`config.mk`:
```
export PLATFORM = sky130hd
export DESIGN_NAME = div_edge_monitor
export DESIGN_NICKNAME = d
export VERILOG_FILES = /design/src/rtl/div_edge_monitor.sv
export SDC_FILE = /design/constraint.sdc
export NUM_CORES = 1
export LEC_CHECK = 0
export CAP_MARGIN = 20
export CORE_ASPECT_RATIO = 2
export CORE_UTILIZATION = 25
export DETAILED_ROUTE_END_ITERATION = 6
export GPL_ROUTABILITY_DRIVEN = 0
export SLEW_MARGIN = 30
export SYNTH_ARGS = -nofsm -noshare
export SYNTH_HDL_FRONTEND = slang
export SYNTH_SLANG_ARGS = --single-unit
export TNS_END_PERCENT = 10
```
`constraint.sdc`:
```
create_clock -name clk -period 1.95 [get_ports clk]
set_clock_uncertainty 0.1 [all_clocks]
set_input_delay 0.195 -clock clk [delete_from_list [all_inputs] [get_ports clk]]
set_output_delay 0.195 -clock clk [all_outputs]
set_load 0.01 [all_outputs]
```
`src/rtl/div_edge_monitor.sv`:
```
// Edge monitor for the divided clock: one-cycle rise/fall strobes, a modulo rising-edge
// counter with wrap strobe, and a sticky stall watchdog. All outputs are registered.
module div_edge_monitor #(
  parameter int CNT_W   = 8,
  parameter int MOD     = 10,
  parameter int TIMEOUT = 16
) (
  input  logic             clk,
  input  logic             reset,
  input  logic             div_in,
  input  logic             enable,
  input  logic             clear,
  input  logic             stall_clr,
  output logic             rise_stb,
  output logic             fall_stb,
  output logic [CNT_W-1:0] edge_cnt,
  output logic             wrap_stb,
  output logic             stall
);

  localparam int IDLE_W = (TIMEOUT > 1) ? $clog2(TIMEOUT) : 1;
  localparam logic [CNT_W-1:0]  LP_CNT_MAX  = CNT_W'(MOD - 1);
  localparam logic [IDLE_W-1:0] LP_IDLE_MAX = IDLE_W'(TIMEOUT - 1);

  logic             r_div_q;
  logic             r_primed;
  logic             r_rise_stb;
  logic             r_fall_stb;
  logic [CNT_W-1:0] r_edge_cnt;
  logic             r_wrap_stb;
  logic             r_stall;
  logic [IDLE_W-1:0] r_idle;

  logic w_rise;
  logic w_fall;
  logic w_any_edge;

  // Until the first sample is taken r_div_q is meaningless, so no edge may be reported.
  assign w_rise     = r_primed & div_in & ~r_div_q;
  assign w_fall     = r_primed & ~div_in & r_div_q;
  assign w_any_edge = w_rise | w_fall;

  always_ff @(posedge clk or negedge reset) begin
    if (!reset) begin
      r_div_q    <= 1'b0;
      r_primed   <= 1'b0;
      r_rise_stb <= 1'b0;
      r_fall_stb <= 1'b0;
    end else begin
      r_div_q    <= div_in;
      r_primed   <= 1'b1;
      r_rise_stb <= w_rise;
      r_fall_stb <= w_fall;
    end
  end

  always_ff @(posedge clk or negedge reset) begin
    if (!reset) begin
      r_edge_cnt <= '0;
      r_wrap_stb <= 1'b0;
    end else if (clear) begin
      r_edge_cnt <= '0;
      r_wrap_stb <= 1'b0;
    end else if (enable && w_rise) begin
      if (r_edge_cnt == LP_CNT_MAX) begin
        r_edge_cnt <= '0;
        r_wrap_stb <= 1'b1;
      end else begin
        r_edge_cnt <= r_edge_cnt + CNT_W'(1);
        r_wrap_stb <= 1'b0;
      end
    end else begin
      r_wrap_stb <= 1'b0;
    end
  end

  // Idle counter saturates at TIMEOUT-1; stall is sticky until stall_clr or reset.
  always_ff @(posedge clk or negedge reset) begin
    if (!reset) begin
      r_idle  <= '0;
      r_stall <= 1'b0;
    end else if (stall_clr) begin
      r_idle  <= '0;
      r_stall <= 1'b0;
    end else if (!enable || !r_primed) begin
      r_idle  <= '0;
    end else if (w_any_edge) begin
      r_idle  <= '0;
    end else if (r_idle == LP_IDLE_MAX) begin
      r_stall <= 1'b1;
    end else begin
      r_idle  <= r_idle + IDLE_W'(1);
    end
  end

  assign rise_stb = r_rise_stb;
  assign fall_stb = r_fall_stb;
  assign edge_cnt = r_edge_cnt;
  assign wrap_stb = r_wrap_stb;
  assign stall    = r_stall;

endmodule

```
# Word level (Yosys, flattened, before mapping)
# Index checks and enable logic that the tools add are counted.
# word_totals
regBits,18
in_bits,6
output_inout_bits,12
word_cells,43
# classes
add_sub_neg,2
eq_ne,5
muxes,14
n_bitwise,7
n_reduce_logical,7
# ops
cell,n
2-to-1 mux 8 bit,3
2-to-1 mux 4 bit,4
"adder 8 x 1 -> 8 bit, second input constant",1
"equality test 8 x 4 -> 1 bit, second input constant",1
2-to-1 mux 1 bit,7
"adder 4 x 1 -> 4 bit, second input constant",1
bitwise AND 1 bit,4
"equality test 4 bit, second input constant",1
"!= test 2 bit, second input constant",2
"!= test 4 bit, second input constant",1
nonzero test 2 bit,2
AND reduction 3 bit,1
zero test 1 bit,2
NOT 1 bit,2
logical AND 1 bit,1
logical OR 1 bit,1
bitwise OR 1 bit,1

# Logic depth before layout (Yosys ltp)
# logic_depth
depth_word,7
ltp_mapped,6
ltp_nobuf,6

# Worst setup path after synthesis
# Ideal clock, no wire load.
# synth_path
path_type,register -> register
startpoint,register r_edge_cnt[1] (netlist: edge_cnt[1])
endpoint,register r_edge_cnt[2] (netlist: edge_cnt[2])
setup_time_ns,0.128
t_arrival_ns,1.225
required_time_ns,1.722
setup_slack_ns,0.497
path_stages_with_launch,7
n_path_buf,0
period_less_slack_ns,1.453
cell_sequence,dfrtp_1 -> inv_1 -> ha_1 -> nor4b_2 -> nand2_1 -> o21ai_1 -> nor2_1
# synth_via
elab_chain_len,4
elab_cells_between_ends,5
cone_classes,add/sub: 1; eq/ne: 1; mux: 3
# synth_rtl
item,line,text
"start, declared",29,logic [CNT_W-1:0] r_edge_cnt;
"start signal, assigned",69,r_edge_cnt <= r_edge_cnt + CNT_W'(1);
adder 8 x 1 -> 8 bit / equality test 8 x 4 -> 1 bit (equally long branches),"69, 65",
2-to-1 mux 8 bit *,65,if (r_edge_cnt == LP_CNT_MAX) begin
2-to-1 mux 8 bit *,64,end else if (enable && w_rise) begin
2-to-1 mux 8 bit *,61,end else if (clear) begin
# Every way passes the cells marked *; elsewhere a longest branch is shown, timed or not. The select of a mux whose other input is x is not followed.
# A chain may end at the register's enable or synchronous reset.

# Final worst setup path
# layout_path
startpoint,register r_edge_cnt[1] (netlist: edge_cnt[1])
endpoint,register r_edge_cnt[3] (netlist: edge_cnt[3])
# The elaborated chain is that of the path after synthesis.

==> summary.md <==
| Metric | Value |
|---|---|
| DRC | 0 |
| Crit start category | flop |
| Cts bufs inserted | 3 |
| Crit path from | edge_cnt[1] |
| Combinational share of power | 6.5% |
| Flops & latches, synth | 18 |
| Post_cts resized | 0 |
| Top post-synthesis cells by area | dfrtp_1, nand2_1, ha_1 |
| Post-route cell area | 1110 sq um |
| Worst endpoint required time | a little under 2 ns |
| # IOs | 18 |
| Post-synthesis sequential area ratio | about 53% |
| Top delay family on crit path | flip-flops |
| DIE HEIGHT | 84.5 um |
| Worst-Skew Late Latency | 0.25 ns |
| Commonest non-fill, non-tap cells in the layout | dfrtp_1, clkdlybuf4s50_1, nand2_1 |
| Top FF cell, synth | dfrtp_1 |
| Syn avg cell area | 10.0 sq um |
| Hold Violations, Final | 0 |
| Minimum clock period | 1.59 ns |
| Int Power | about 0.54 mW |
| TNS Setup | 0 ns |
| Largest net degree at the start of global routing | 19 |
| Fraction of layout cells with a size suffix above 1 | 7.55% |
| Setup violations, final | 0 |
| WS Path Type | reg -> reg |
| Worst Path Arrival | roughly 1.6 ns |
| Fillers | 345 |
| Number of global-route vias before repair | 739 |
| CP bufs+invs | 1 |
| Clk sinks | 18 |
| # nets final | 117 |
| Critical Path Fanout Max | 5 |
| Worst Hold Class | in -> async |
| Syn nets | 94 |
| Switching pwr | 0.139 mW |
| Antenna cells | 0 |
| Final Util | 34.7% |
| Reg power frac | 56.7% |
| Initial antenna violation count | 0 |
| Clk network pwr share | approximately 37% |
| Max VDD drop | 474 uV |
| Final WL | 1750 um |
| Clock Path Buffers | 2 |
| Max cap viols | 0 |
| PortBufs | 17 |
| Worst r2r path cells | 6 |
| Vias/cell | 5.18 |
| Row Count | 29 |
| Area leader, netlist | dfrtp_1 |
| Most common cell after layout, fill and taps aside | dfrtp_1 |
| Clk root buf | clkbuf_8 |
| Setup ws final | 0.358 ns |
| Final Hold Slack | 0.169 ns |
| First-pass GRT wire length | a little over 3000 um |
| Crit path cell chain | inv_1, ha_1, nor4b_2, nand2_1, o21ai_1, nor2_1 |
| Post-Place Setup Slack | around 0.15 ns |
| Share of synthesized registers carrying an async set or reset | 100% |
| Status | complete, no violations |
| Post-synth EDFFs | 0 |
| Mapped cell area | 851 sq um |
| Slowest stage delay, CP | 0.43 ns |
| Warnings, synthesis | 0 |
| Gate Count Post-Synth | 85 |
| Die area | 3650 sq um |
| Sw frac | 20.6% |
| CTS H-Tree Depth | 1 |
| ANT nets after route | 0 |
| CTS tree | done |
| Pleak | ~0.47 nW |
| Cts hold-fix bufs | 0 |
| Initial Util | 26.6% |
| Clk pin slew, worst setup/hold paths | about 0.06 ns |
| Post-CTS Setup Repair Bufs | 0 |
| Grt ovf | 0 |
| Core footprint | ~3200 sq um |
| Setup slack, reg-to-reg | 0.36 ns |
| Wirelength per Cell | 12.8 um |
| Yosys top cell area share | 52.9% |
| FF-to-FF End | edge_cnt[3] |
| Via Count | ~710 |
| Fin. max-slew vios | 0 |
| GRT Util Overall | 10.8% |
| Placed cell areas | 1070 sq um |
| Tcrit/Tclk final | 81.6% |
| R2R Path Start | edge_cnt[1] |
| DR iter-0 viols | 15 |
| P&R area growth vs syn | 30.3% |
| Unique cell type count in the Yosys netlist | 26 |
| CP endpoint kind | flop |
| RSZ-0062 raised after global routing | false |
| First-pass iteration count of the detailed router | 2 |
| PD cells | around 610 nW/um^2 |
| Detailed placement HPWL | 1390 um |
| Die width | 43.3 um |
| CP max stage cell | dfrtp_1 |
| Max Fclk | around 630 MHz |
-- state kept, by name (all words and copies together) (netlist names) --
register	cells
r_idle	4
r_primed	1
wrap_stb	1
fall_stb	1
stall	1
edge_cnt	8
r_div_q	1
rise_stb	1
-- area by class of cell --
cell class                 instances  area (sq um)  area share, %
multi-input combinational         64           389           35.1
tap                               31          38.8           3.50
timing repair buffer              18           178           16.0
clock buffer                       3          41.3           3.72
inverter                           3          11.3           1.02
sequential                        18           450           40.6
-- metrics by stage --
step	cells	total power, mW
2_1_floorplan	85	0.404
3_3_place_gp	134	0.435
3_5_place_dp	134	0.436
4_1_cts	137	0.691
5_1_grt	137	0.711
6_report	137	0.676
-- worst register-to-register path: cells and delay by family (launching register included) --
family	cells	cell delay (ns)
buffers and inverters	1	0.08
adders and majority gates	1	0.14
DFF	1	0.43
and+or+nand+nor	3	0.44
AOI/OAI and AO/OA	1	0.29
-- routing by layer --
layer / track usage [%] / wire length [um] / share of wire (%) / vias to the layer above
met2: 19.0 / 938 / 54 / 24
met4: 6.61 / 73 / 4.2 / 0
li1: - / - / - / 345
met1: 11.5 / 674 / 38 / 331
met5: 0 / 0 / 0 / -
met3: 1.29 / 64 / 3.7 / 9
-- cell usage after synthesis (2+ instances only) --
master / number
dfrtp_1: 18
nand2_1: 11
nor2_1: 7
nor3_1: 5
o21ai_1: 5
nand3_1: 4
a21oi_1: 3
ha_1: 3
inv_1: 3
o21ai_0: 3
or3_1: 3
a211oi_1: 2
and3b_2: 2
nand4_1: 2
o21a_1: 2
xor2_1: 2
-- worst max-delay path by stage --
stage                              to  depth (start not counted)
after floorplan           edge_cnt[2]                          6
after global placement    edge_cnt[6]                          5
after detailed placement  edge_cnt[4]                          5
after CTS                 edge_cnt[5]                          1
after global routing      edge_cnt[2]                          6
final                     edge_cnt[3]                          6
-- cells by family (layout without fill, tap and decap cells) --
group | Yosys count | after routing | synth area share (%)
adders and majority gates | 3 | 3 | 4.41
muxes | 1 | 1 | 1.18
xor gates and xnor gates | 3 | 3 | 3.09
DFF | 18 | 18 | 52.9
other | 1 | 1 | 0.441
buffers and inverters | 3 | 24 | 1.32
and+or+nand+nor | 39 | 39 | 24.9
AOI/OAI and AO/OA | 17 | 17 | 11.8
-- power groups by stage --
stage          Combinational [mW]  Sequential (mW)  Clock, mW
6_report                   0.0439            0.384      0.249
5_1_grt                    0.0498            0.384      0.277
4_1_cts                    0.0449            0.384      0.263
3_5_place_dp               0.0450            0.391          0
3_3_place_gp               0.0446            0.390          0
2_1_floorplan              0.0133            0.391          0
Power figures use the tool's default switching activity.
